File: config.mk
export PLATFORM = sky130hd
export DESIGN_NAME = pe_result_collector
export DESIGN_NICKNAME = d
export VERILOG_FILES = /design/src/rtl/pe_array_pkg.sv /design/src/rtl/sync_fifo_fwft.sv /design/src/rtl/pe_result_collector.sv
export SDC_FILE = /design/constraint.sdc
export NUM_CORES = 1
export LEC_CHECK = 0
export CAP_MARGIN = 20
export CORE_UTILIZATION = 35
export CTS_CLUSTER_SIZE = 16
export DETAILED_ROUTE_END_ITERATION = 6
export GPL_TIMING_DRIVEN = 0
export PLACE_DENSITY = 0.64
export SLEW_MARGIN = 20
export SYNTH_ARGS = -nofsm -noshare
export SYNTH_HDL_FRONTEND = slang
export SYNTH_SLANG_ARGS = --single-unit
File: constraint.sdc
create_clock -name i_clock -period 3.6 [get_ports i_clock]
set_input_delay 1.08 -clock i_clock [delete_from_list [all_inputs] [get_ports i_clock]]
set_output_delay 1.08 -clock i_clock [all_outputs]
set_load 0.02 [all_outputs]
File: src/rtl/pe_array_pkg.sv
// Shared definitions for the PE array drain path: default row geometry,
// lane-index width helper and the result word layout.
package pe_array_pkg;

    localparam int DIMENSION_DEF = 4;
    localparam int I_BITS_DEF    = 8;
    localparam int O_BITS_DEF    = 2*I_BITS_DEF + $clog2(DIMENSION_DEF);
    localparam int IDX_BITS_DEF  = (DIMENSION_DEF > 1) ? $clog2(DIMENSION_DEF) : 1;

    // A one-lane row still needs a 1-bit index field.
    function automatic int idx_bits(input int dim);
        return (dim > 1) ? $clog2(dim) : 1;
    endfunction

    typedef struct packed {
        logic [IDX_BITS_DEF-1:0]      index;
        logic signed [O_BITS_DEF-1:0] data;
    } result_word_t;

endpackage

File: src/rtl/sync_fifo_fwft.sv
// First-word-fall-through synchronous FIFO with async active-low reset and
// synchronous flush; head reads as zero while empty.
module sync_fifo_fwft
    import pe_array_pkg::*;
#(
    parameter int WIDTH = IDX_BITS_DEF + O_BITS_DEF,
    parameter int DEPTH = 8,
    localparam int PTR_W = $clog2(DEPTH),
    localparam int CNT_W = PTR_W + 1
) (
    input  logic             clock,
    input  logic             reset_n,
    input  logic             flush,
    input  logic             push,
    input  logic [WIDTH-1:0] push_data,
    input  logic             pop,
    output logic [WIDTH-1:0] head,
    output logic             full,
    output logic             empty,
    output logic [CNT_W-1:0] fill
);

    localparam logic [CNT_W-1:0] FULL_CNT = CNT_W'(DEPTH);

    logic [WIDTH-1:0] mem [DEPTH];
    logic [PTR_W-1:0] wr_ptr;
    logic [PTR_W-1:0] rd_ptr;
    logic [CNT_W-1:0] count;
    logic             do_push;
    logic             do_pop;

    assign empty   = (count == '0);
    assign full    = (count == FULL_CNT);
    assign fill    = count;
    assign do_pop  = pop && !empty;
    // A pop frees the slot the push needs, so full + pop still accepts.
    assign do_push = push && (!full || do_pop);

    always_ff @(posedge clock or negedge reset_n) begin
        if (!reset_n) begin
            wr_ptr <= '0;
            rd_ptr <= '0;
            count  <= '0;
        end else if (flush) begin
            wr_ptr <= '0;
            rd_ptr <= '0;
            count  <= '0;
        end else begin
            if (do_push) wr_ptr <= wr_ptr + 1'b1;
            if (do_pop)  rd_ptr <= rd_ptr + 1'b1;
            count <= count + CNT_W'(do_push) - CNT_W'(do_pop);
        end
    end

    always_ff @(posedge clock) begin
        if (do_push && !flush) mem[wr_ptr] <= push_data;
    end

    assign head = empty ? '0 : mem[rd_ptr];

endmodule

File: src/rtl/pe_result_collector.sv
// Drain stage for one systolic PE row: captures finish-pulse results into
// per-lane holds, arbitrates lowest lane first into a FWFT FIFO.
// Optional PE_COLLECT_ROWDONE_EN adds o_last marking every DIMENSION-th pop.
module pe_result_collector
    import pe_array_pkg::*;
#(
    parameter int DIMENSION  = DIMENSION_DEF,
    parameter int I_BITS     = I_BITS_DEF,
    parameter int O_BITS     = 2*I_BITS + $clog2(DIMENSION),
    parameter int FIFO_DEPTH = 8,
    localparam int IDX_BITS  = idx_bits(DIMENSION),
    localparam int FILL_BITS = $clog2(FIFO_DEPTH) + 1
) (
    input  logic                          i_clock,
    input  logic                          i_reset_n,
    input  logic                          i_flush,
    input  logic [DIMENSION*O_BITS-1:0]   i_c,
    input  logic [DIMENSION-1:0]          i_finish,
    output logic signed [O_BITS-1:0]      o_data,
    output logic [IDX_BITS-1:0]           o_index,
    output logic                          o_valid,
    input  logic                          i_ready,
    output logic [FILL_BITS-1:0]          o_fill,
    output logic                          o_overflow
`ifdef PE_COLLECT_ROWDONE_EN
    ,
    output logic                          o_last
`endif
);

    logic [DIMENSION-1:0]       hold_v;
    logic signed [O_BITS-1:0]   hold_d [DIMENSION];
    logic                       any_hold;
    logic [IDX_BITS-1:0]        win_idx;
    logic                       pop;
    logic                       push;
    logic                       full;
    logic                       empty;
    logic [DIMENSION-1:0]       xfer;
    logic [DIMENSION-1:0]       capture;
    logic [DIMENSION-1:0]       drop;
    logic [IDX_BITS+O_BITS-1:0] head;

    // Fixed priority: scanning downward leaves the lowest held lane as winner.
    always_comb begin
        any_hold = 1'b0;
        win_idx  = '0;
        for (int j = DIMENSION-1; j >= 0; j--) begin
            if (hold_v[j]) begin
                any_hold = 1'b1;
                win_idx  = IDX_BITS'(j);
            end
        end
    end

    assign pop  = o_valid && i_ready;
    assign push = any_hold && (!full || pop);

    // A lane whose hold leaves this cycle may take a new result at once.
    always_comb begin
        xfer    = '0;
        capture = '0;
        drop    = '0;
        for (int j = 0; j < DIMENSION; j++) begin
            xfer[j]    = push && (win_idx == IDX_BITS'(j));
            capture[j] = i_finish[j] && (!hold_v[j] || xfer[j]);
            drop[j]    = i_finish[j] && hold_v[j] && !xfer[j];
        end
    end

    always_ff @(posedge i_clock or negedge i_reset_n) begin
        if (!i_reset_n) begin
            hold_v     <= '0;
            o_overflow <= 1'b0;
        end else if (i_flush) begin
            hold_v     <= '0;
            o_overflow <= 1'b0;
        end else begin
            for (int j = 0; j < DIMENSION; j++) begin
                if (capture[j])   hold_v[j] <= 1'b1;
                else if (xfer[j]) hold_v[j] <= 1'b0;
            end
            if (|drop) o_overflow <= 1'b1;
        end
    end

    always_ff @(posedge i_clock) begin
        for (int j = 0; j < DIMENSION; j++) begin
            if (capture[j]) hold_d[j] <= i_c[j*O_BITS +: O_BITS];
        end
    end

    sync_fifo_fwft #(
        .WIDTH (IDX_BITS + O_BITS),
        .DEPTH (FIFO_DEPTH)
    ) u_fifo (
        .clock     (i_clock),
        .reset_n   (i_reset_n),
        .flush     (i_flush),
        .push      (push),
        .push_data ({win_idx, hold_d[win_idx]}),
        .pop       (pop),
        .head      (head),
        .full      (full),
        .empty     (empty),
        .fill      (o_fill)
    );

    assign o_valid = !empty;
    assign o_index = head[IDX_BITS+O_BITS-1 -: IDX_BITS];
    assign o_data  = head[O_BITS-1:0];

`ifdef PE_COLLECT_ROWDONE_EN
    localparam logic [IDX_BITS-1:0] LAST_CNT = IDX_BITS'(DIMENSION-1);

    logic [IDX_BITS-1:0] pop_cnt;

    always_ff @(posedge i_clock or negedge i_reset_n) begin
        if (!i_reset_n) begin
            pop_cnt <= '0;
        end else if (i_flush) begin
            pop_cnt <= '0;
        end else if (pop) begin
            pop_cnt <= (pop_cnt == LAST_CNT) ? '0 : pop_cnt + 1'b1;
        end
    end

    assign o_last = o_valid && (pop_cnt == LAST_CNT);
`endif

endmodule

==> impl_metrics.env <==
export IMPL_maxSlewHeadroom_pct=39.5
export IMPL_switching_share_pct=28.4
export IMPL_power_density_nw_per_um2=659
export IMPL_clkLatencyLatePin_ns=0.51
export IMPL_gp_congestion=0.773
export IMPL_avgRoutedWirePerCell_um=20.0
export IMPL_detail_route_vias_per_cell=4.92
export IMPL_ios=106
export IMPL_tightest_slew_ns=0.908
export IMPL_syn_area_per_cell_um2=19.1
export IMPL_wl_met1_um=8780
export IMPL_grt_total_usage_pct=14.6
export IMPL_async_flop_share_pct=6.07
export IMPL_die_h_um=168
export IMPL_setup_viol=0
export IMPL_cts_htree_levels=1
export IMPL_finalPower_mw=8.02
export IMPL_clkTransAtPathRegs_ns=0.06
export IMPL_skew_ns=0.00995
export IMPL_fin_crit_sh_pct=96.9
export IMPL_cts_buffers=24
export IMPL_diodes=0
export IMPL_grt_pass1_vias=5419
export IMPL_status="finished, final reports clean"
export IMPL_r2r_cells=7
export IMPL_worstHoldStart="u_fifo.wr_ptr[0]"
export IMPL_dr_wl_met3_um=1120
export IMPL_slew_violations=0
export IMPL_numPortBuffers=105
export IMPL_postLayoutCoreUtil_pct=45.1
export IMPL_met2_length_um=9830
export IMPL_die_area_um2=28100
export IMPL_crit_chain="buf_4 > buf_12 > mux4_2 > mux2i_2 > nor2_1 > dlygate4sd2_1"
export IMPL_drtIter0Drc=381
export IMPL_clock_path_buffers=3
export IMPL_rrSetupSlack_ns=0.90
export IMPL_slowest_delay_ns=0.52
export IMPL_synth_area_leader_cell="edfxtp_1"
export IMPL_dp_final_hpwl_um=14100
export IMPL_synth_top_family_by_area="multiplexers"
export IMPL_die_w_um=168
export IMPL_totalWireLength_um=20100
export IMPL_synth_compound_area_share_pct=3.29
export IMPL_synth_nets=592
export IMPL_ant_nets=0
export IMPL_synthCells=503
export IMPL_globalRoute_totalOverflow=0
export IMPL_period_needed_ns=3.49
export IMPL_clock_sinks=247
export IMPL_drt_pass1_iterations=7
export IMPL_fillers=2266
export IMPL_hold_buffers=0
export IMPL_drive_above_1_share_pct=19.8
export IMPL_end_kind="primary output"
export IMPL_cts_resized=28
export IMPL_start_util_pct=35.7
export IMPL_top_layer="met4"
export IMPL_cts_tree="built"
export IMPL_synth_simple_area_share_pct=4.74
export IMPL_crit_family="buffers and inverters"
export IMPL_whs_endpoint="u_fifo.wr_ptr[0]"
export IMPL_core_area_um2=27000
export IMPL_cp_max_fo=10
export IMPL_hold_violations=0
export IMPL_antenna_found_initial=0
export IMPL_mostFrequentLayoutCell="edfxtp_1"
export IMPL_final_cell_mix="edfxtp_1, clkdlybuf4s50_1, mux4_2"
export IMPL_synth_xor_area_share_pct=0.547
export IMPL_p_seq_share_pct=44.4
export IMPL_grt_max_degree=21
export IMPL_power_frac_clock_pct=28.7
export IMPL_combPwrFrac_pct=26.9
export IMPL_vdd_drop_max_mv=0.415
export IMPL_min_path_type="flop to flop"
export IMPL_yosysWarningCount=0
export IMPL_p_int_mw=5.74
export IMPL_ys_seq_area_share_pct=76.4
export IMPL_critPathArrivalTime_ns=2.41
export IMPL_ys_ff_latch=247
export IMPL_synth_cell_types=40
export IMPL_worst_hold_slack_ns=0.596
export IMPL_root_buffer="clkbuf_16"
export IMPL_synth_mux_area_fraction_pct=11.7
export IMPL_synth_top_cell_area_share_pct=72.5
export IMPL_max_cap_violations=0
export IMPL_critPathKind="flop to primary output"
export IMPL_final_net_count=734
export IMPL_critical_path_slowest_cell="mux4_2"
export IMPL_vias=4944
export IMPL_synthAdderAreaFrac_pct=1.25
export IMPL_drc=0
export IMPL_startpoint_type="flop"
export IMPL_worstPathRequired_ns=2.52
export IMPL_r2r_start="u_fifo.fill[2]"
export IMPL_whs_path_depth=2
export IMPL_rr_endpoint="u_fifo.mem[0][5]"
export IMPL_synth_area_um2=9610
export IMPL_synth_main_ff_cell="edfxtp_1"
export IMPL_post_cts_setup_buffer_count=0
export IMPL_p_sw_mw=2.28
export IMPL_synth_edff_count=232
export IMPL_num_rows=60
export IMPL_grt_pass1_wl_um=30500
export IMPL_fmax_mhz=287
export IMPL_synthTopCellsByArea="edfxtp_1, mux4_2, dfrtp_1"
export IMPL_area_delta_synth_final_pct=26.5
export IMPL_cp_num_buf_inv=3
export IMPL_power_leakage_nw=4.14
worst max path at each step:
stage | cells past startpoint | end | from
after floorplan | 4 | u_fifo.mem[1][0] | i_ready
after global placement | 5 | u_fifo.mem[1][6] | i_ready
after detailed placement | 6 | u_fifo.mem[0][6] | i_ready
after CTS | 6 | o_data[13] | u_fifo.rd_ptr[0]
after global routing | 6 | o_data[13] | u_fifo.rd_ptr[1]
final | 6 | o_data[13] | u_fifo.rd_ptr[0]
cell families after synthesis:
logic type               Yosys count
buffers and inverters             40
multiplexers                      62
XOR/XNOR                           6
AO/OA/AOI/OAI                     38
adder cells (fa/ha/maj)            9
AND/OR/NAND/NOR                  101
flip-flops                       247
metrics by stage:
step	cells	cell area, um^2	setup WS [ns]	TNS [ns]
after floorplan	503	9620	0.00677	0
after global placement	949	11100	-2.00	-179.68
after detailed placement	960	11400	-0.0383	-0.442
after CTS	1004	12100	-0.00111	-0.00111
after global routing	1004	12200	-0.00154	-0.00154
final	1004	12200	0.112	0
power groups by stage:
stage / Sequential, mW / Clock (mW) / Combinational [mW]
2_1_floorplan: 3.62 / 0 / 1.30
3_3_place_gp: 3.61 / 0 / 2.11
3_5_place_dp: 3.62 / 0 / 2.23
4_1_cts: 3.56 / 2.34 / 2.15
5_1_grt: 3.58 / 2.45 / 2.35
6_report: 3.56 / 2.30 / 2.16
state kept, by name, summed over array words and instances (netlist names):
name / count
u_fifo.mem: 160
u_fifo.wr_ptr: 3
o_overflow: 1
u_fifo.fill: 4
hold_d: 72
hold_v: 4
u_fifo.rd_ptr: 3
cell usage after synthesis (2+ instances only):
master    number
xor2_1         3
nand3_1        2
nor3_1         3
mux4_2        40
nand2_1       39
and2_1         5
buf_2         13
o211ai_1       3
buf_4          6
xnor2_1        3
clkbuf_1       6
edfxtp_1     232
a222oi_1      18
nand2b_1       2
or3b_4         2
nor2b_1        4
buf_6          2
o21ai_0        3
ha_1           8
mux2i_1       22
nor2_1        37
dfrtp_1       15
inv_1         12
a21oi_1        7
layout make-up:
cell class | instances | area (um^2) | area share (%)
timing repair buffer | 116 | 1250 | 10.3
clock buffer | 30 | 654 | 5.38
sequential | 247 | 7340 | 60.4
tap | 341 | 427 | 3.51
clock inverter | 14 | 67.6 | 0.556
buffer | 28 | 223 | 1.83
multi-input combinational | 216 | 2150 | 17.7
inverter | 12 | 45.0 | 0.370
tightest hold or removal path: stages (launching register included):
cell,delay [ns]
dfrtp_1,0.39
xor2_1,0.08
nor2_1,0.08
routing by layer:
metal / global-route usage (%) / vias to the layer above
li1: - / 2285
met1: 19.0 / 2454
met2: 25.0 / 173
met3: 2.39 / 32
met4: 4.11 / 0
met5: 0 / -
No activity file was read; power rests on OpenSTA's default activity.
